`src/rtl/piece_dispenser.sv`:
```
// Piece dispenser: pulls the next piece from the preview queue after a lock delay and offers it.
// Optional hold slot is built only when PIECE_HOLD_EN is defined.
module piece_dispenser #(
    parameter int unsigned SPAWN_DELAY = 4
) (
    input  logic       i_clk,
    input  logic       i_rst,
    input  logic       i_game_active,
    input  logic [2:0] i_queue_head,
    output logic       o_pieces_remove,
    input  logic       i_spawn_req,
    input  logic       i_hold_req,
    output logic       o_spawn_valid,
    input  logic       i_spawn_ready,
    output logic [2:0] o_spawn_piece,
    output logic [2:0] o_hold_piece,
    output logic       o_hold_used
);

    localparam logic [2:0] BLANK = 3'd0;

    localparam logic [2:0] S_IDLE   = 3'd0;
    localparam logic [2:0] S_DELAY  = 3'd1;
    localparam logic [2:0] S_FETCH  = 3'd2;
    localparam logic [2:0] S_OFFER  = 3'd3;
    localparam logic [2:0] S_ACTIVE = 3'd4;

    localparam logic [7:0] DELAY_LOAD = 8'(SPAWN_DELAY - 1);

    logic [2:0] r_state;
    logic [7:0] r_count;
    logic [2:0] r_spawn_piece;

    logic [2:0] w_state_next;
    logic [7:0] w_count_next;
    logic [2:0] w_spawn_next;
    logic       w_hold_take;
    logic [2:0] w_hold_stored;

`ifdef PIECE_HOLD_EN
    logic [2:0] r_hold_piece;
    logic       r_hold_used;

    // A lock in the same cycle wins over a hold request.
    assign w_hold_take   = (r_state == S_ACTIVE) && i_hold_req && !i_spawn_req && !r_hold_used;
    assign w_hold_stored = r_hold_piece;

    always_ff @(posedge i_clk) begin
        if (i_rst || !i_game_active) begin
            r_hold_piece <= BLANK;
            r_hold_used  <= 1'b0;
        end else if ((r_state == S_ACTIVE) && i_spawn_req) begin
            r_hold_used  <= 1'b0;
        end else if (w_hold_take) begin
            r_hold_piece <= r_spawn_piece;
            r_hold_used  <= 1'b1;
        end
    end

    assign o_hold_piece = r_hold_piece;
    assign o_hold_used  = r_hold_used;
`else
    logic w_unused_hold_req;

    assign w_unused_hold_req = i_hold_req;
    assign w_hold_take       = 1'b0;
    assign w_hold_stored     = BLANK;
    assign o_hold_piece      = BLANK;
    assign o_hold_used       = 1'b0;
`endif

    always_comb begin
        w_state_next = r_state;
        w_count_next = r_count;
        w_spawn_next = r_spawn_piece;
        case (r_state)
            S_IDLE: begin
                if (i_game_active) begin
                    w_state_next = S_DELAY;
                    w_count_next = DELAY_LOAD;
                end
            end
            S_DELAY: begin
                if (r_count == 8'd0) begin
                    w_state_next = S_FETCH;
                end else begin
                    w_count_next = r_count - 8'd1;
                end
            end
            S_FETCH: begin
                if (i_queue_head != BLANK) begin
                    w_spawn_next = i_queue_head;
                    w_state_next = S_OFFER;
                end
            end
            S_OFFER: begin
                if (i_spawn_ready) begin
                    w_state_next = S_ACTIVE;
                end
            end
            S_ACTIVE: begin
                if (i_spawn_req) begin
                    w_state_next = S_DELAY;
                    w_count_next = DELAY_LOAD;
                    w_spawn_next = BLANK;
                end else if (w_hold_take) begin
                    // Empty slot: refill from the queue at once; otherwise swap with the slot.
                    if (w_hold_stored == BLANK) begin
                        w_state_next = S_FETCH;
                        w_spawn_next = BLANK;
                    end else begin
                        w_state_next = S_OFFER;
                        w_spawn_next = w_hold_stored;
                    end
                end
            end
            default: begin
                w_state_next = S_IDLE;
                w_count_next = 8'd0;
                w_spawn_next = BLANK;
            end
        endcase
        if (!i_game_active) begin
            w_state_next = S_IDLE;
            w_count_next = 8'd0;
            w_spawn_next = BLANK;
        end
    end

    always_ff @(posedge i_clk) begin
        if (i_rst) begin
            r_state       <= S_IDLE;
            r_count       <= 8'd0;
            r_spawn_piece <= BLANK;
        end else begin
            r_state       <= w_state_next;
            r_count       <= w_count_next;
            r_spawn_piece <= w_spawn_next;
        end
    end

    assign o_pieces_remove = !i_rst && i_game_active && (r_state == S_FETCH)
                             && (i_queue_head != BLANK);
    assign o_spawn_valid   = (r_state == S_OFFER);
    assign o_spawn_piece   = r_spawn_piece;

endmodule

```
`config.mk`:
```
export PLATFORM = sky130hd
export DESIGN_NAME = piece_dispenser
export DESIGN_NICKNAME = d
export VERILOG_FILES = /design/src/rtl/piece_dispenser.sv
export SDC_FILE = /design/constraint.sdc
export NUM_CORES = 1
export LEC_CHECK = 0
export CAP_MARGIN = 30
export CORE_MARGIN = 1
export CORE_UTILIZATION = 34
export CTS_CLUSTER_DIAMETER = 150
export DETAILED_ROUTE_END_ITERATION = 16
export PLACE_DENSITY = 0.61
export SYNTH_ARGS = -nofsm -noshare
export SYNTH_HDL_FRONTEND = slang
export SYNTH_SLANG_ARGS = --single-unit
```
`constraint.sdc`:
```
create_clock -name i_clk -period 1.49 [get_ports i_clk]
set_input_delay 0.298 -clock i_clk [delete_from_list [all_inputs] [get_ports i_clk]]
set_output_delay 0.298 -clock i_clk [all_outputs]
set_load 0.05 [all_outputs]
```
Word-level counts from Yosys, hierarchy flattened
Index checks and enable logic that the tools add are counted.
{ "totals": {"inputBits": 9, "elab_cells": 40, "out_inout_bits": 9, "reg_bits": 14} }
{ "classes": {"eq_ne": 9, "n_reduce_logical": 13, "bitwise": 3, "addsub": 1, "n_mux": 11} }
{ "op_table": {"columns": ["operator", "n"], "rows": [
  ["8-bit one-hot mux with 4 select lines", 1],
  ["3-bit two-way mux", 6],
  ["8-bit two-way mux", 2],
  ["3-bit one-hot mux with 5 select lines", 1],
  ["3-bit one-hot mux with 3 select lines", 1],
  ["8-bit logical NOT", 1],
  ["8-bit by 1-bit subtractor with 8-bit output, second input constant", 1],
  ["3-bit by 2-bit == test with 1-bit output, second input constant", 2],
  ["2-bit inequality test, second input constant", 3],
  ["3-bit AND reduction", 2],
  ["2-bit by 1-bit inequality test with 1-bit output, second input constant", 2],
  ["4-bit AND reduction", 1],
  ["2-bit OR reduction", 2],
  ["3-bit by 1-bit == test with 1-bit output, second input constant", 1],
  ["3-bit == test, second input constant", 1],
  ["1-bit logical AND", 3],
  ["3-bit logical NOT", 1],
  ["1-bit NOT", 3],
  ["3-bit nonzero test", 1],
  ["3-bit OR reduction", 1],
  ["1-bit logical NOT", 1]
]} }

Longest topological paths before layout
Gate-level depths: netlist of run 1.
{ "logic_depth": {"ltp_word": 4, "depth_mapped": 7, "ltp_nobuf": 7} }

Worst setup path before layout of run 1
OpenSTA, ideal clock, no wires.
{ "synth_timing": {"path_type": "input-to-output", "start": "in i_rst", "end": "out o_pieces_remove", "arrival_time_ps": 1730, "setup_slack_ps": -538, "t_required_ps": 1192, "n_path_buf": 1, "cell_stages": 4, "cell_sequence": "nand2b_1 -> clkbuf_1 -> nor4b_2 -> nor2b_1"} }
{ "synth_via": {"elab_chain_cells": 4} }
{ "synth_rtl": {"columns": ["element", "line_no", "text"], "rows": [
  ["start: declaration", "7", "input logic i_rst,"],
  ["1-bit logical NOT", "142", "assign o_pieces_remove = !i_rst && i_game_active && (r_state == S_FETCH)"],
  ["1-bit logical AND (2 in series)", "142", null],
  ["1-bit logical AND", "143", "&& (i_queue_head != BLANK);"],
  ["end: declaration", "10", "output logic o_pieces_remove,"]
]} }
No other way between the ends.

Worst setup path in the final report of run 1
{ "layout_timing": {"start": "reg r_state[0]", "end": "out o_pieces_remove"} }
{ "layout_via": {"elab_chain_cells": 3} }
{ "layout_rtl": {"columns": ["element", "line_no", "text"], "rows": [
  ["start: declaration", "30", "logic [2:0] r_state;"],
  ["start signal: assignment", "136", "r_state <= w_state_next;"],
  ["3-bit by 2-bit == test with 1-bit output", "142", null],
  ["1-bit logical AND", "142", null],
  ["1-bit logical AND", "143", null]
]} }
No other way between the ends.

==> results of run 1 <==
[cells by family (layout without fill, tap and decap cells)]
group	Yosys count	count (layout)	synth area share
AOI/OAI and AO/OA	27	27	0.232
xor gates and xnor gates	4	4	0.0430
adders and majority gates	2	2	0.0307
buffers and inverters	13	49	0.0799
DFF	14	14	0.344
other	1	4	0.00460
and+or+nand+nor	33	33	0.266
[state kept, by name (all words and copies together), names as in the netlist]
signal,cells
o_spawn_piece,3
r_count,8
r_state,3
[path summary, 6_finish.rpt]
path	start	end	slack [ns]	cells past startpoint
setup / recovery	r_state[0]	o_pieces_remove	-0.22	4
hold / removal	o_spawn_piece[0]	o_spawn_piece[0]	0.55	1
setup reg to reg	r_state[0]	r_count[0]	-0.18	6
hold reg to reg	o_spawn_piece[0]	o_spawn_piece[0]	0.55	1
[layout make-up]
class,instances,area [sq um],area share
clock buffer,4,36.3,0.0264
inverter,4,15.0,0.0109
multi-input combinational,70,597,0.434
sequential,14,287,0.208
tap,28,35.0,0.0255
timing repair buffer,41,407,0.295
[Yosys cell counts, types with 2 or more instances]
cell type	n
dfxtp_1	14
a21oi_1	7
nor2_1	7
nand2_1	5
o21ai_0	5
buf_4	4
clkbuf_1	4
inv_1	4
nor3_1	4
xor2_1	4
a22o_1	3
ha_1	2
nand2b_1	2
nand3b_1	2
o2111ai_1	2
o211ai_1	2
o21ai_1	2
o21bai_1	2
or3_1	2
or3b_1	2
[worst reg2reg max path: cells and delay by family, from the launching register on]
kind	cells	cell delay [ns]
buf+inv	2	0.26
flops	1	0.34
simple gates	2	0.70
compound gates	2	0.31
[power by group through the flow]
stage	clock (mW)	sequential, mW	combinational, mW
final	0.282	0.401	0.327
after global placement	0	0.410	0.260
after global routing	0.310	0.404	0.351
after detailed placement	0	0.411	0.266
after CTS	0.285	0.402	0.317
after floorplan	0	0.413	0.180
[per-layer routing]
metal,vias to the layer above,part of all wire,GRT usage
li1,409,-,-
met1,368,0.45,0.202
met2,14,0.52,0.325
met3,2,0.027,0.0298
met4,0,0.0038,0.0556
met5,-,0,0
[layout by cell type (no fill, tap or decap), drive strengths merged, types with 3 or more instances in the layout]
| master | count |
|---|---|
| xor2 | 4 |
| dfxtp | 14 |
| o21ai | 8 |
| a22o | 3 |
| a21oi | 8 |
| buf | 34 |
| conb | 4 |
| inv | 4 |
| nand2 | 5 |
| clkdlybuf4s50 | 4 |
| nor3 | 4 |
| nor2 | 7 |
| clkbuf | 4 |
| dlygate4sd2 | 3 |
[what timing repair did]
| action | 4_1_cts | 5_1_grt |
|---|---|---|
| pin swaps | 15 | 6 |
| setup buffers | 7 | 4 |
| gates cloned | 0 | 0 |
| hold buffers | 0 | 0 |
| setup endpoints to repair | 11 | 12 |
| resized for setup | 25 | 3 |
==> report_table.html, run 1 <==
<table>
<tr><th>Metric</th><th>Value</th></tr>
<tr><th colspan="2">Clock tree</th></tr>
<tr><td>Clock transition time at the flip-flop clock pins of the worst setup and hold paths</td><td>0.09 ns</td></tr>
<tr><td>Clk_lat worst skew</td><td>0.29 ns</td></tr>
<tr><td>Largest buffer count on any clock path</td><td>2</td></tr>
<tr><td>CTS tree</td><td>built</td></tr>
<tr><td>H-tree levels</td><td>1</td></tr>
<tr><td>CTS Buf Count</td><td>3</td></tr>
<tr><td>Clock sink count</td><td>14</td></tr>
<tr><td>Clock Root Buffer</td><td>clkbuf_4</td></tr>
<tr><th colspan="2">GRT</th></tr>
<tr><td>Via count of the first global-routing pass</td><td>772</td></tr>
<tr><td>Total grt overflow</td><td>0</td></tr>
<tr><td>Maximum number of pins on one net before global-route repair</td><td>11</td></tr>
<tr><td>Wire length of the first global-routing pass</td><td>3.39 mm</td></tr>
<tr><td>Total GRT Usage</td><td>0.176</td></tr>
<tr><td>Antenna violations before repair</td><td>0</td></tr>
<tr><th colspan="2">Cells and area</th></tr>
<tr><td>Net count, final</td><td>145</td></tr>
<tr><td>Total inserted antenna cells</td><td>0</td></tr>
<tr><td>Fraction of final layout cells with drive strength greater than 1</td><td>0.481</td></tr>
<tr><td>Post-Route Utilization</td><td>0.616</td></tr>
<tr><td>Post-layout instance count excluding filler cells</td><td>161</td></tr>
<tr><td>Filler cell count</td><td>203</td></tr>
<tr><td>Area overhead of the layout relative to synthesis</td><td>69.0%</td></tr>
<tr><td>Post-Layout Inst Area</td><td>1380 sq um</td></tr>
<tr><th colspan="2">Die</th></tr>
<tr><td>Total number of placement rows</td><td>17</td></tr>
<tr><td>Die X</td><td>50.9 um</td></tr>
<tr><td>Ports</td><td>18</td></tr>
<tr><td>Die Area</td><td>2600 sq um</td></tr>
<tr><td>Core region area</td><td>2230 sq um</td></tr>
<tr><td>Die Y</td><td>50.9 um</td></tr>
<tr><td>Initial core utilization</td><td>0.365</td></tr>
<tr><th colspan="2">Power</th></tr>
<tr><td>Worst ir drop on vdd</td><td>0.000531 V</td></tr>
<tr><td>Share of total power in the clock network</td><td>0.279</td></tr>
<tr><td>Sw Ratio</td><td>0.302</td></tr>
<tr><td>Tot Pwr</td><td>1.01 mW</td></tr>
<tr><td>Pleak</td><td>0.587 nW</td></tr>
<tr><td>Cell Pwr Density</td><td>734 nW/um^2</td></tr>
<tr><td>P_sw</td><td>0.305 mW</td></tr>
<tr><td>Part of the total power dissipated in sequential elements</td><td>0.397</td></tr>
<tr><td>Int Pwr</td><td>0.706 mW</td></tr>
<tr><td>Portion of total power attributed to combinational logic</td><td>0.324</td></tr>
<tr><th colspan="2">STA</th></tr>
<tr><td>Final count of hold timing violations</td><td>0</td></tr>
<tr><td>TNS Setup</td><td>-1.58 ns</td></tr>
<tr><td>Final worst path period share</td><td>1.15</td></tr>
<tr><td>Smallest hold slack</td><td>0.551 ns</td></tr>
<tr><td>Final setup violation count</td><td>11</td></tr>
<tr><td>Clock tree skew after final layout</td><td>0.00721 ns</td></tr>
<tr><td>Final critical-path required period</td><td>1.71 ns</td></tr>
<tr><td>Unrepaired setup endpoints after global routing</td><td>true</td></tr>
<tr><td>Worst Slack Setup Final</td><td>-0.217 ns</td></tr>
<tr><td>Final Slew Violations</td><td>0</td></tr>
<tr><td>Maximum clock frequency</td><td>586 MHz</td></tr>
<tr><th colspan="2">Logic synthesis</th></tr>
<tr><td>Flip-flop and latch count after synthesis</td><td>14</td></tr>
<tr><td>Async SR Flop Fraction</td><td>0</td></tr>
<tr><td>EDFF count, synth</td><td>0</td></tr>
<tr><td>Top post-synthesis cells by area</td><td>dfxtp_1 34%, a21oi_1 4.3%, xor2_1 4.3%, buf_4 3.7%, nor2_1 3.2%</td></tr>
<tr><td>Number of warnings reported in the yosys synthesis log</td><td>0</td></tr>
<tr><td>Cell taking the most area after synthesis</td><td>dfxtp_1</td></tr>
<tr><td>Distinct cell type count of the synthesized netlist</td><td>35</td></tr>
<tr><td>Post-synthesis cell count</td><td>94</td></tr>
<tr><td>Area share of the largest cell type after synthesis</td><td>0.344</td></tr>
<tr><td>Cell area after synthesis</td><td>815 sq um</td></tr>
<tr><td>Mean Syn Cell Area</td><td>8.67 sq um</td></tr>
<tr><td>Flip-flop cell with the highest count after synthesis</td><td>dfxtp_1</td></tr>
<tr><td>Fraction of the yosys area taken by sequential cells</td><td>0.344</td></tr>
<tr><th colspan="2">Run status</th></tr>
<tr><td>Result of the run</td><td>finished, violations left</td></tr>
<tr><td>Failing checks</td><td>setup timing</td></tr>
<tr><th colspan="2">Placement</th></tr>
<tr><td>Routability cong.</td><td>0.763</td></tr>
<tr><td>Placed Instances</td><td>148</td></tr>
<tr><td>Cell area after placement</td><td>1170 sq um</td></tr>
<tr><td>Placement-stage worst setup slack</td><td>-0.408 ns</td></tr>
<tr><td>Final HPWL from detailed placement</td><td>1.38 mm</td></tr>
<tr><td>Port Buffer Count</td><td>12</td></tr>
<tr><th colspan="2">Critical path</th></tr>
<tr><td>Data required time at the worst endpoint</td><td>1.19 ns</td></tr>
<tr><td>Critical path type</td><td>reg2out</td></tr>
<tr><td>Slowest-stage cell, CP</td><td>dfxtp_2</td></tr>
<tr><td>Signal arrival time at the worst endpoint</td><td>1.41 ns</td></tr>
<tr><td>Worst Setup End Kind</td><td>output pin</td></tr>
<tr><td>Worst-path cell chain</td><td>buf_6, nor4b_4, nor2b_4, buf_12</td></tr>
<tr><td>Startpoint types</td><td>register</td></tr>
<tr><td>Dominant delay contributor by cell family on the critical path</td><td>simple AND/OR/NAND/NOR gates</td></tr>
<tr><td>Critical Path Fanout Max</td><td>2</td></tr>
<tr><td>Max incr delay on CP</td><td>0.34 ns</td></tr>
<tr><td>Worst Path Buf+Inv</td><td>2</td></tr>
<tr><th colspan="2">Detailed routing</th></tr>
<tr><td>Number of vias per cell</td><td>4.93</td></tr>
<tr><td>Drt first-iter violations</td><td>6</td></tr>
<tr><td>Number of remaining DRC errors</td><td>0</td></tr>
<tr><td>Drt pass-1 iters</td><td>3</td></tr>
<tr><td>WL per Instance</td><td>13.1 um</td></tr>
<tr><td>Final ANT Viol Nets</td><td>0</td></tr>
<tr><td>Wire length reported by the detailed router</td><td>2.10 mm</td></tr>
<tr><td>Via count</td><td>793</td></tr>
<tr><th colspan="2">Flow run</th></tr>
<tr><td>Max-cap violations</td><td>0</td></tr>
<tr><th colspan="2">Hold path</th></tr>
<tr><td>Hold WC Path Type</td><td>reg2reg</td></tr>
</table>
(Power assumes the default switching activity.)
==> run 2, diff against run 1 <==
--- a/config.mk
+++ b/config.mk
@@ -5,12 +5,13 @@
 export SDC_FILE = /design/constraint.sdc
 export NUM_CORES = 1
 export LEC_CHECK = 0
+export ABC_AREA = 1
 export CAP_MARGIN = 30
 export CORE_MARGIN = 1
 export CORE_UTILIZATION = 34
 export CTS_CLUSTER_DIAMETER = 150
 export DETAILED_ROUTE_END_ITERATION = 16
-export PLACE_DENSITY = 0.61
+export PLACE_DENSITY = 0.6
 export SYNTH_ARGS = -nofsm -noshare
 export SYNTH_HDL_FRONTEND = slang
 export SYNTH_SLANG_ARGS = --single-unit
==> report_table.html, run 2 <==
<table>
<tr><th>Metric</th><th>Value</th></tr>
<tr><th colspan="2">Critical path</th></tr>
<tr><td>Startpoint types</td><td>register</td></tr>
<tr><td>Slowest-stage cell, CP</td><td>dfxtp_4</td></tr>
<tr><td>Max incr delay on CP</td><td>0.37 ns (+0.03 ns)</td></tr>
<tr><td>Critical Path Fanout Max</td><td>4 (+2)</td></tr>
<tr><td>Capture point of the worst reg-to-reg path</td><td>r_state[1]</td></tr>
<tr><td>Cell repeated most along the worst path</td><td>nor3_4</td></tr>
<tr><td>Worst Setup End Kind</td><td>output pin</td></tr>
<tr><td>Reg-to-reg slack, setup</td><td>-0.05 ns (+0.13 ns)</td></tr>
<tr><td>Critical path type</td><td>reg2out</td></tr>
<tr><td>Reg-to-reg critical path startpoint</td><td>r_state[0]</td></tr>
<tr><td>Worst Path Buf+Inv</td><td>2 (unchanged)</td></tr>
<tr><td>Dominant delay contributor by cell family on the critical path</td><td>simple AND/OR/NAND/NOR gates</td></tr>
<tr><td>Worst-path cell chain</td><td>nor3_4, inv_2, nor3_4, buf_12</td></tr>
<tr><td>Signal arrival time at the worst endpoint</td><td>1.27 ns (-0.14 ns)</td></tr>
<tr><td>Data required time at the worst endpoint</td><td>1.19 ns (about the same)</td></tr>
<tr><td>Worst reg-to-reg path cell count</td><td>10 (+4)</td></tr>
<tr><th colspan="2">GRT</th></tr>
<tr><td>Total GRT Usage</td><td>0.172 (-0.00404)</td></tr>
<tr><td>Wire length of the first global-routing pass</td><td>3.48 mm (+2.7%)</td></tr>
<tr><td>Antenna violations before repair</td><td>0 (unchanged)</td></tr>
<tr><td>Total grt overflow</td><td>0 (unchanged)</td></tr>
<tr><td>Via count of the first global-routing pass</td><td>875 (+13%)</td></tr>
<tr><td>Maximum number of pins on one net before global-route repair</td><td>11 (unchanged)</td></tr>
<tr><th colspan="2">Detailed routing</th></tr>
<tr><td>WL per Instance</td><td>10.4 um (-20%)</td></tr>
<tr><td>Via count</td><td>963 (+21%)</td></tr>
<tr><td>Drt first-iter violations</td><td>26 (+20)</td></tr>
<tr><td>Wire length reported by the detailed router</td><td>2.17 mm (+3.1%)</td></tr>
<tr><td>Final ANT Viol Nets</td><td>0 (unchanged)</td></tr>
<tr><td>Number of remaining DRC errors</td><td>0 (unchanged)</td></tr>
<tr><td>Drt pass-1 iters</td><td>4 (+1)</td></tr>
<tr><td>Number of vias per cell</td><td>4.63 (-6.0%)</td></tr>
<tr><th colspan="2">Placement</th></tr>
<tr><td>Placement-stage worst setup slack</td><td>-0.242 ns (+0.166 ns)</td></tr>
<tr><td>Port Buffer Count</td><td>12 (unchanged)</td></tr>
<tr><td>Cell area after placement</td><td>1130 sq um (-2.9%)</td></tr>
<tr><td>Final HPWL from detailed placement</td><td>1.50 mm (+8.7%)</td></tr>
<tr><td>Routability cong.</td><td>0.839 (+9.9%)</td></tr>
<tr><th colspan="2">Logic synthesis</th></tr>
<tr><td>Flip-flop and latch count after synthesis</td><td>14 (unchanged)</td></tr>
<tr><td>Number of warnings reported in the yosys synthesis log</td><td>0 (unchanged)</td></tr>
<tr><td>Top post-synthesis cells by area</td><td>dfxtp_1 32%, nand2_1 18%, inv_1 8.1%, nor2_1 8.1%, nand3_1 5.1%</td></tr>
<tr><td>Fraction of the yosys area taken by sequential cells</td><td>0.319 (-0.0255)</td></tr>
<tr><td>Most frequent cell after synthesis</td><td>nand2_1</td></tr>
<tr><td>EDFF count, synth</td><td>0 (unchanged)</td></tr>
<tr><td>Mean Syn Cell Area</td><td>6.11 sq um (-30%)</td></tr>
<tr><td>Most numerous cell types in the synthesized netlist</td><td>42 x nand2_1, 19 x inv_1, 19 x nor2_1</td></tr>
<tr><td>Cell taking the most area after synthesis</td><td>dfxtp_1</td></tr>
<tr><td>Distinct cell type count of the synthesized netlist</td><td>19 (-46%)</td></tr>
<tr><td>Flip-flop cell with the highest count after synthesis</td><td>dfxtp_1</td></tr>
<tr><td>Area share of the largest cell type after synthesis</td><td>0.319 (-0.0255)</td></tr>
<tr><td>Cell area after synthesis</td><td>880 sq um (+8.0%)</td></tr>
<tr><td>Post-synthesis cell count</td><td>144 (+53%)</td></tr>
<tr><td>Async SR Flop Fraction</td><td>0 (unchanged)</td></tr>
<tr><th colspan="2">Flow run</th></tr>
<tr><td>Max-cap violations</td><td>0 (unchanged)</td></tr>
<tr><th colspan="2">Hold path</th></tr>
<tr><td>Hold Crit Depth</td><td>3 (+2)</td></tr>
<tr><td>Hold EP</td><td>o_spawn_piece[0]</td></tr>
<tr><td>Hold WC Path Type</td><td>in2reg</td></tr>
<tr><td>HP Start</td><td>i_queue_head[0]</td></tr>
<tr><th colspan="2">Power</th></tr>
<tr><td>P_sw</td><td>0.331 mW (+8.6%)</td></tr>
<tr><td>Tot Pwr</td><td>0.982 mW (-2.8%)</td></tr>
<tr><td>Portion of total power attributed to combinational logic</td><td>0.302 (-0.022)</td></tr>
<tr><td>Pleak</td><td>0.640 nW (+9.1%)</td></tr>
<tr><td>Cell Pwr Density</td><td>755 nW/um^2 (+2.8%)</td></tr>
<tr><td>Int Pwr</td><td>0.651 mW (-7.7%)</td></tr>
<tr><td>Sw Ratio</td><td>0.337 (+0.0354)</td></tr>
<tr><td>Part of the total power dissipated in sequential elements</td><td>0.408 (+0.011)</td></tr>
<tr><td>Worst ir drop on vdd</td><td>0.000458 V (-14%)</td></tr>
<tr><td>Share of total power in the clock network</td><td>0.290 (+0.011)</td></tr>
<tr><th colspan="2">STA</th></tr>
<tr><td>Final critical-path required period</td><td>1.57 ns (-0.138 ns)</td></tr>
<tr><td>Maximum clock frequency</td><td>637 MHz (+8.8%)</td></tr>
<tr><td>Worst Slack Setup Final</td><td>-0.0792 ns (+0.138 ns)</td></tr>
<tr><td>Final count of hold timing violations</td><td>0 (unchanged)</td></tr>
<tr><td>Smallest hold slack</td><td>0.399 ns (-0.152 ns)</td></tr>
<tr><td>Final worst path period share</td><td>1.05 (-0.0925)</td></tr>
<tr><td>Unrepaired setup endpoints after global routing</td><td>true</td></tr>
<tr><td>Final Slew Violations</td><td>0 (unchanged)</td></tr>
<tr><td>Clock tree skew after final layout</td><td>0.00337 ns (-0.00384 ns)</td></tr>
<tr><td>Final setup violation count</td><td>2 (-9)</td></tr>
<tr><th colspan="2">Clock tree</th></tr>
<tr><td>Largest buffer count on any clock path</td><td>2 (unchanged)</td></tr>
<tr><td>Clock Root Buffer</td><td>clkbuf_4</td></tr>
<tr><td>Clock sink count</td><td>14 (unchanged)</td></tr>
<tr><td>CTS tree</td><td>built</td></tr>
<tr><td>CTS Buf Count</td><td>3 (unchanged)</td></tr>
<tr><td>Clk_lat worst skew</td><td>0.28 ns (about the same)</td></tr>
<tr><td>H-tree levels</td><td>1 (unchanged)</td></tr>
<tr><td>Hold-fix buffers at CTS</td><td>0 (unchanged)</td></tr>
<tr><td>Clock transition time at the flip-flop clock pins of the worst setup and hold paths</td><td>0.09 ns (about the same)</td></tr>
<tr><th colspan="2">Die</th></tr>
<tr><td>Ports</td><td>18 (unchanged)</td></tr>
<tr><td>Total number of placement rows</td><td>18 (+1)</td></tr>
<tr><td>Core region area</td><td>2450 sq um (+9.9%)</td></tr>
<tr><td>Die X</td><td>52.9 um (+3.8%)</td></tr>
<tr><td>Die Area</td><td>2790 sq um (+7.7%)</td></tr>
<tr><td>Initial core utilization</td><td>0.358 (-0.00640)</td></tr>
<tr><td>Die Y</td><td>52.9 um (+3.8%)</td></tr>
<tr><th colspan="2">Cells and area</th></tr>
<tr><td>Total inserted antenna cells</td><td>0 (unchanged)</td></tr>
<tr><td>Most frequent cells in the layout</td><td>40 x nand2_1, 18 x buf_4, 17 x inv_1</td></tr>
<tr><td>Post-Route Utilization</td><td>0.530 (-0.0862)</td></tr>
<tr><td>Leading cell type in the layout, fill and taps excluded</td><td>nand2_1</td></tr>
<tr><td>Area overhead of the layout relative to synthesis</td><td>47.9%</td></tr>
<tr><td>Fraction of final layout cells with drive strength greater than 1</td><td>0.281 (-0.200)</td></tr>
<tr><td>Register containing the most flip-flops in the final layout</td><td>r_count</td></tr>
<tr><td>Number of flip-flops in the largest register</td><td>8 (unchanged)</td></tr>
<tr><td>Post-Layout Inst Area</td><td>1300 sq um (-5.5%)</td></tr>
<tr><td>Net count, final</td><td>190 (+31%)</td></tr>
<tr><th colspan="2">Run status</th></tr>
<tr><td>Failing checks</td><td>setup timing</td></tr>
<tr><td>Result of the run</td><td>finished, violations left</td></tr>
</table>
==> run 2: layout make-up <==
class / count / area (sq um)
Fill cell: 244 / 1150
Timing Repair Buffer: 30 / 299
Tap cell: 30 / 37.5
Inverter: 23 / 88.8
Multi-Input combinational cell: 107 / 551
Clock buffer: 4 / 36.3
Sequential cell: 14 / 289
==> run 2: timing repair <==
action	in CTS	in global routing
cloned	0	1
buffers inserted	8	3
resized for setup	14	8
pin swaps	4	2
hold endpoints to repair	0	0
endpoints found under the setup margin	2	6
==> run 2: kinds of logic after synthesis <==
kind of cell	after synthesis	share of synthesized area
compound gates	13	0.0740
flops	14	0.319
other cells	1	0.00426
fa+ha+maj	2	0.0284
buf+inv	27	0.132
simple gates	86	0.432
xor+xnor	1	0.00996
==> run 2: worst max path at each step <==
| stage | startpoint | slack, ns | cells after the start | to |
|---|---|---|---|---|
| detailed placement | i_game_active | -0.24 | 6 | o_pieces_remove |
| finish | r_state[0] | -0.08 | 4 | o_pieces_remove |
| CTS | r_state[1] | -0.08 | 5 | o_pieces_remove |
| global route | r_state[0] | -0.13 | 4 | o_pieces_remove |
| floorplan | i_game_active | 0.02 | 4 | o_pieces_remove |
| global placement | i_game_active | -0.25 | 6 | o_pieces_remove |
==> run 2: per-stage QoR <==
step	std cells	setup TNS, ns
2_1_floorplan	147	0
3_3_place_gp	192	-0.938
3_5_place_dp	192	-1.16
4_1_cts	204	-0.107
5_1_grt	208	-0.238
6_report	208	-0.128
==> run 2: power groups by stage <==
stage               logic [mW]  registers [mW]  clock network (mW)
floorplan                0.197           0.410                   0
global placement         0.261           0.411                   0
detailed placement       0.263           0.411                   0
CTS                      0.278           0.404               0.290
global route             0.331           0.402               0.311
finish                   0.296           0.401               0.285
==> run 2: worst reg2reg max path, cell delays in order (launching register included) <==
cell,delay [ns]
dfxtp_4,0.37
nor3_4,0.23
inv_2,0.08
buf_4,0.13
buf_4,0.11
buf_4,0.12
buf_4,0.12
buf_4,0.12
nand4_1,0.08
nand2_1,0.05
nor2_1,0.07
==> run 2: per-layer routing <==
layer | GRT usage | up-vias | part of all wire
li1 | - | 515 | -
met5 | 0 | - | 0
met1 | 0.201 | 428 | 0.46
met4 | 0.0263 | 0 | 0.0065
met2 | 0.304 | 18 | 0.50
met3 | 0.0603 | 2 | 0.040
==> run 3, diff against run 2 <==
--- a/config.mk
+++ b/config.mk
@@ -11,7 +11,7 @@
 export CORE_UTILIZATION = 34
 export CTS_CLUSTER_DIAMETER = 150
 export DETAILED_ROUTE_END_ITERATION = 16
-export PLACE_DENSITY = 0.6
+export PLACE_DENSITY = 0.58
 export SYNTH_ARGS = -nofsm -noshare
 export SYNTH_HDL_FRONTEND = slang
 export SYNTH_SLANG_ARGS = --single-unit
==> constraint.sdc (replaced) <==
create_clock -name i_clk -period 1.6 [get_ports i_clk]
set_input_delay 0.32 -clock i_clk [delete_from_list [all_inputs] [get_ports i_clk]]
set_output_delay 0.32 -clock i_clk [all_outputs]
set_load 0.05 [all_outputs]
==> report_table.html, run 3 (same netlist as run 2, synthesis figures left out) <==
<table>
<tr><th>Metric</th><th>Value</th></tr>
<tr><th colspan="2">Run status</th></tr>
<tr><td>Result of the run</td><td>finished, violations left</td></tr>
<tr><td>Failing checks</td><td>setup timing</td></tr>
<tr><th colspan="2">Power</th></tr>
<tr><td>Pleak</td><td>0.624 nW (-2.5%)</td></tr>
<tr><td>Sw Ratio</td><td>0.339 (+0.00168)</td></tr>
<tr><td>Int Pwr</td><td>0.601 mW (-7.7%)</td></tr>
<tr><td>Tot Pwr</td><td>0.909 mW (-7.5%)</td></tr>
<tr><td>Share of total power in the clock network</td><td>0.299 (+0.009)</td></tr>
<tr><td>Cell Pwr Density</td><td>739 nW/um^2 (-2.1%)</td></tr>
<tr><td>Part of the total power dissipated in sequential elements</td><td>0.410 (+0.002)</td></tr>
<tr><td>Portion of total power attributed to combinational logic</td><td>0.292 (-0.010)</td></tr>
<tr><td>Worst ir drop on vdd</td><td>0.000397 V (-13%)</td></tr>
<tr><td>P_sw</td><td>0.308 mW (-7.0%)</td></tr>
<tr><th colspan="2">STA</th></tr>
<tr><td>Final worst path period share</td><td>1.02</td></tr>
<tr><td>Final Slew Violations</td><td>0 (unchanged)</td></tr>
<tr><td>Final count of hold timing violations</td><td>0 (unchanged)</td></tr>
<tr><td>Maximum clock frequency</td><td>611 MHz</td></tr>
<tr><td>Worst Slack Setup Final</td><td>-0.0373 ns (+0.0419 ns)</td></tr>
<tr><td>Final setup violation count</td><td>1 (-1)</td></tr>
<tr><td>Unrepaired setup endpoints after global routing</td><td>true</td></tr>
<tr><td>Clock tree skew after final layout</td><td>0.0113 ns (+0.00797 ns)</td></tr>
<tr><td>Final critical-path required period</td><td>1.64 ns</td></tr>
<tr><th colspan="2">Critical path</th></tr>
<tr><td>Max incr delay on CP</td><td>0.37 ns (about the same)</td></tr>
<tr><td>Critical path type</td><td>reg2out</td></tr>
<tr><td>Data required time at the worst endpoint</td><td>1.28 ns (+0.09 ns)</td></tr>
<tr><td>Signal arrival time at the worst endpoint</td><td>1.32 ns (+0.05 ns)</td></tr>
<tr><td>Reg-to-reg critical path startpoint</td><td>r_state[1]</td></tr>
<tr><td>Slowest-stage cell, CP</td><td>dfxtp_4</td></tr>
<tr><td>Cell repeated most along the worst path</td><td>nor3_4</td></tr>
<tr><td>Worst Setup End Kind</td><td>output pin</td></tr>
<tr><td>Worst reg-to-reg path cell count</td><td>11 (+1)</td></tr>
<tr><td>Worst-path cell chain</td><td>nor3_4, inv_2, nor3_4, buf_12</td></tr>
<tr><td>Reg-to-reg slack, setup</td><td>0.09 ns (+0.14 ns)</td></tr>
<tr><td>Capture point of the worst reg-to-reg path</td><td>o_spawn_piece[2]</td></tr>
<tr><td>Critical Path Fanout Max</td><td>3 (-1)</td></tr>
<tr><td>Startpoint types</td><td>register</td></tr>
<tr><th colspan="2">Detailed routing</th></tr>
<tr><td>WL per Instance</td><td>10.5 um (+0.57%)</td></tr>
<tr><td>Number of vias per cell</td><td>4.76 (+2.8%)</td></tr>
<tr><td>Drt first-iter violations</td><td>27 (+3.8%)</td></tr>
<tr><td>Wire length reported by the detailed router</td><td>2.15 mm (-0.88%)</td></tr>
<tr><td>Drt pass-1 iters</td><td>4 (unchanged)</td></tr>
<tr><td>Via count</td><td>976 (+1.3%)</td></tr>
<tr><td>Number of remaining DRC errors</td><td>0 (unchanged)</td></tr>
<tr><td>Final ANT Viol Nets</td><td>0 (unchanged)</td></tr>
<tr><th colspan="2">Cells and area</th></tr>
<tr><td>Net count, final</td><td>187 (-1.6%)</td></tr>
<tr><td>Number of flip-flops in the largest register</td><td>8 (unchanged)</td></tr>
<tr><td>Register containing the most flip-flops in the final layout</td><td>r_count</td></tr>
<tr><td>Leading cell type in the layout, fill and taps excluded</td><td>nand2_1</td></tr>
<tr><td>Post-Layout Inst Area</td><td>1230 sq um (-5.5%)</td></tr>
<tr><td>Most frequent cells in the layout</td><td>41 x nand2_1, 19 x buf_4, 17 x inv_1, 17 x nor2_1, 11 x dfxtp_1</td></tr>
<tr><td>Fraction of final layout cells with drive strength greater than 1</td><td>0.269 (-0.0123)</td></tr>
<tr><td>Area overhead of the layout relative to synthesis</td><td>39.8%</td></tr>
<tr><td>Total inserted antenna cells</td><td>0 (unchanged)</td></tr>
<tr><th colspan="2">Placement</th></tr>
<tr><td>Routability cong.</td><td>0.810 (-3.5%)</td></tr>
<tr><td>Placement-stage worst setup slack</td><td>-0.164 ns (+0.0782 ns)</td></tr>
<tr><td>Port Buffer Count</td><td>12 (unchanged)</td></tr>
<tr><td>Final HPWL from detailed placement</td><td>1.50 mm (about the same)</td></tr>
<tr><td>Cell area after placement</td><td>1070 sq um (-5.5%)</td></tr>
<tr><th colspan="2">Clock tree</th></tr>
<tr><td>Clk_lat worst skew</td><td>0.30 ns (+0.02 ns)</td></tr>
<tr><td>CTS tree</td><td>built</td></tr>
<tr><td>Clock Root Buffer</td><td>clkbuf_4</td></tr>
<tr><td>H-tree levels</td><td>1 (unchanged)</td></tr>
<tr><td>Clock transition time at the flip-flop clock pins of the worst setup and hold paths</td><td>0.10 ns (about the same)</td></tr>
<tr><td>Largest buffer count on any clock path</td><td>2 (unchanged)</td></tr>
<tr><td>Clock sink count</td><td>14 (unchanged)</td></tr>
<tr><td>Hold-fix buffers at CTS</td><td>0 (unchanged)</td></tr>
<tr><td>CTS Buf Count</td><td>3 (unchanged)</td></tr>
<tr><th colspan="2">Die</th></tr>
<tr><td>Die Y</td><td>52.9 um (unchanged)</td></tr>
<tr><td>Die X</td><td>52.9 um (unchanged)</td></tr>
<tr><td>Initial core utilization</td><td>0.358 (unchanged)</td></tr>
<tr><td>Ports</td><td>18 (unchanged)</td></tr>
<tr><td>Total number of placement rows</td><td>18 (unchanged)</td></tr>
<tr><td>Core region area</td><td>2450 sq um (unchanged)</td></tr>
<tr><td>Die Area</td><td>2790 sq um (unchanged)</td></tr>
<tr><th colspan="2">GRT</th></tr>
<tr><td>Via count of the first global-routing pass</td><td>834 (-4.7%)</td></tr>
<tr><td>Antenna violations before repair</td><td>0 (unchanged)</td></tr>
<tr><td>Maximum number of pins on one net before global-route repair</td><td>11 (unchanged)</td></tr>
<tr><td>Wire length of the first global-routing pass</td><td>3.38 mm (-2.8%)</td></tr>
<tr><td>Global routing usage on met2</td><td>0.283 (-0.0211)</td></tr>
<tr><td>Global-route track usage on met1</td><td>0.200 (-0.000350)</td></tr>
<tr><td>Busiest grt layer</td><td>met2</td></tr>
<tr><td>Total GRT Usage</td><td>0.167 (-0.00430)</td></tr>
<tr><td>Met3 track demand over resource in global routing</td><td>0.0172 (-0.0431)</td></tr>
<tr><td>Total grt overflow</td><td>0 (unchanged)</td></tr>
<tr><th colspan="2">Hold path</th></tr>
<tr><td>Hold EP</td><td>o_spawn_piece[0]</td></tr>
<tr><td>Hold Crit Depth</td><td>3 (unchanged)</td></tr>
<tr><td>Hold WC Path Type</td><td>in2reg</td></tr>
<tr><td>HP Start</td><td>i_queue_head[0]</td></tr>
<tr><th colspan="2">Flow run</th></tr>
<tr><td>Max-cap violations</td><td>0 (unchanged)</td></tr>
</table>
## run 3: cell types whose count changed in the layout (fill, tap and decap cells not counted), sizes merged
cell and change:
dlygate4sd2 -1, clkdlybuf4s50 +1, nor2 -1, buf -2
## run 3: power groups by stage
stage | Clock (mW) | Sequential (mW) | Combinational [mW]
global placement | 0 | 0.382 | 0.234
detailed placement | 0 | 0.382 | 0.240
floorplan | 0 | 0.382 | 0.184
finish | 0.271 | 0.372 | 0.265
CTS | 0.279 | 0.373 | 0.253
global route | 0.288 | 0.374 | 0.295
## run 3: cell type report
type / count / area, sq um
Fill cell: 247 / 1220
Multi-Input combinational cell: 106 / 533
Sequential cell: 14 / 289
Timing Repair Buffer: 28 / 248
Inverter: 23 / 86.3
Tap cell: 30 / 37.5
Clock buffer: 4 / 36.3
## run 3: worst max-delay path by stage
stage	cells after the start	start	slack [ns]	endpoint
6_report	4	r_state[0]	-0.04	o_pieces_remove
5_1_grt	4	r_state[0]	-0.08	o_pieces_remove
4_1_cts	5	r_state[1]	-0.03	o_pieces_remove
3_5_place_dp	6	i_game_active	-0.16	o_pieces_remove
3_3_place_gp	6	i_game_active	-0.17	o_pieces_remove
2_1_floorplan	4	i_game_active	0.09	o_pieces_remove
## run 3: metal layers
layer	wire [um]	vias up
met5	0	-
met4	73	0
met3	86	9
met2	1100	27
met1	885	435
li1	-	505
## run 3: stage by stage
| stage | utilization | TNS, ns | hold slack (ns) | instances |
|---|---|---|---|---|
| 6_report | 0.501 | -0.0373 | 0.432 | 205 |
| 5_1_grt | 0.501 | -0.0773 | 0.460 | 205 |
| 4_1_cts | 0.481 | -0.0331 | 0.415 | 202 |
| 3_5_place_dp | 0.437 | -0.199 | 0.452 | 189 |
| 3_3_place_gp | 0.437 | -0.175 | 0.451 | 189 |
| 2_1_floorplan | - | 0 | 0.445 | 147 |
## run 3: timing repair
action                     in CTS  in global routing
resized for setup              10                  8
pin swaps                       3                  2
buffers inserted                9                  3
setup endpoints to repair       1                 14
## run 3: worst max-delay path: cells and delay by family (launching register included)
family | cells | cell delay, ns
and+or+nand+nor | 2 | 0.41
DFF | 1 | 0.37
buffers and inverters | 2 | 0.23
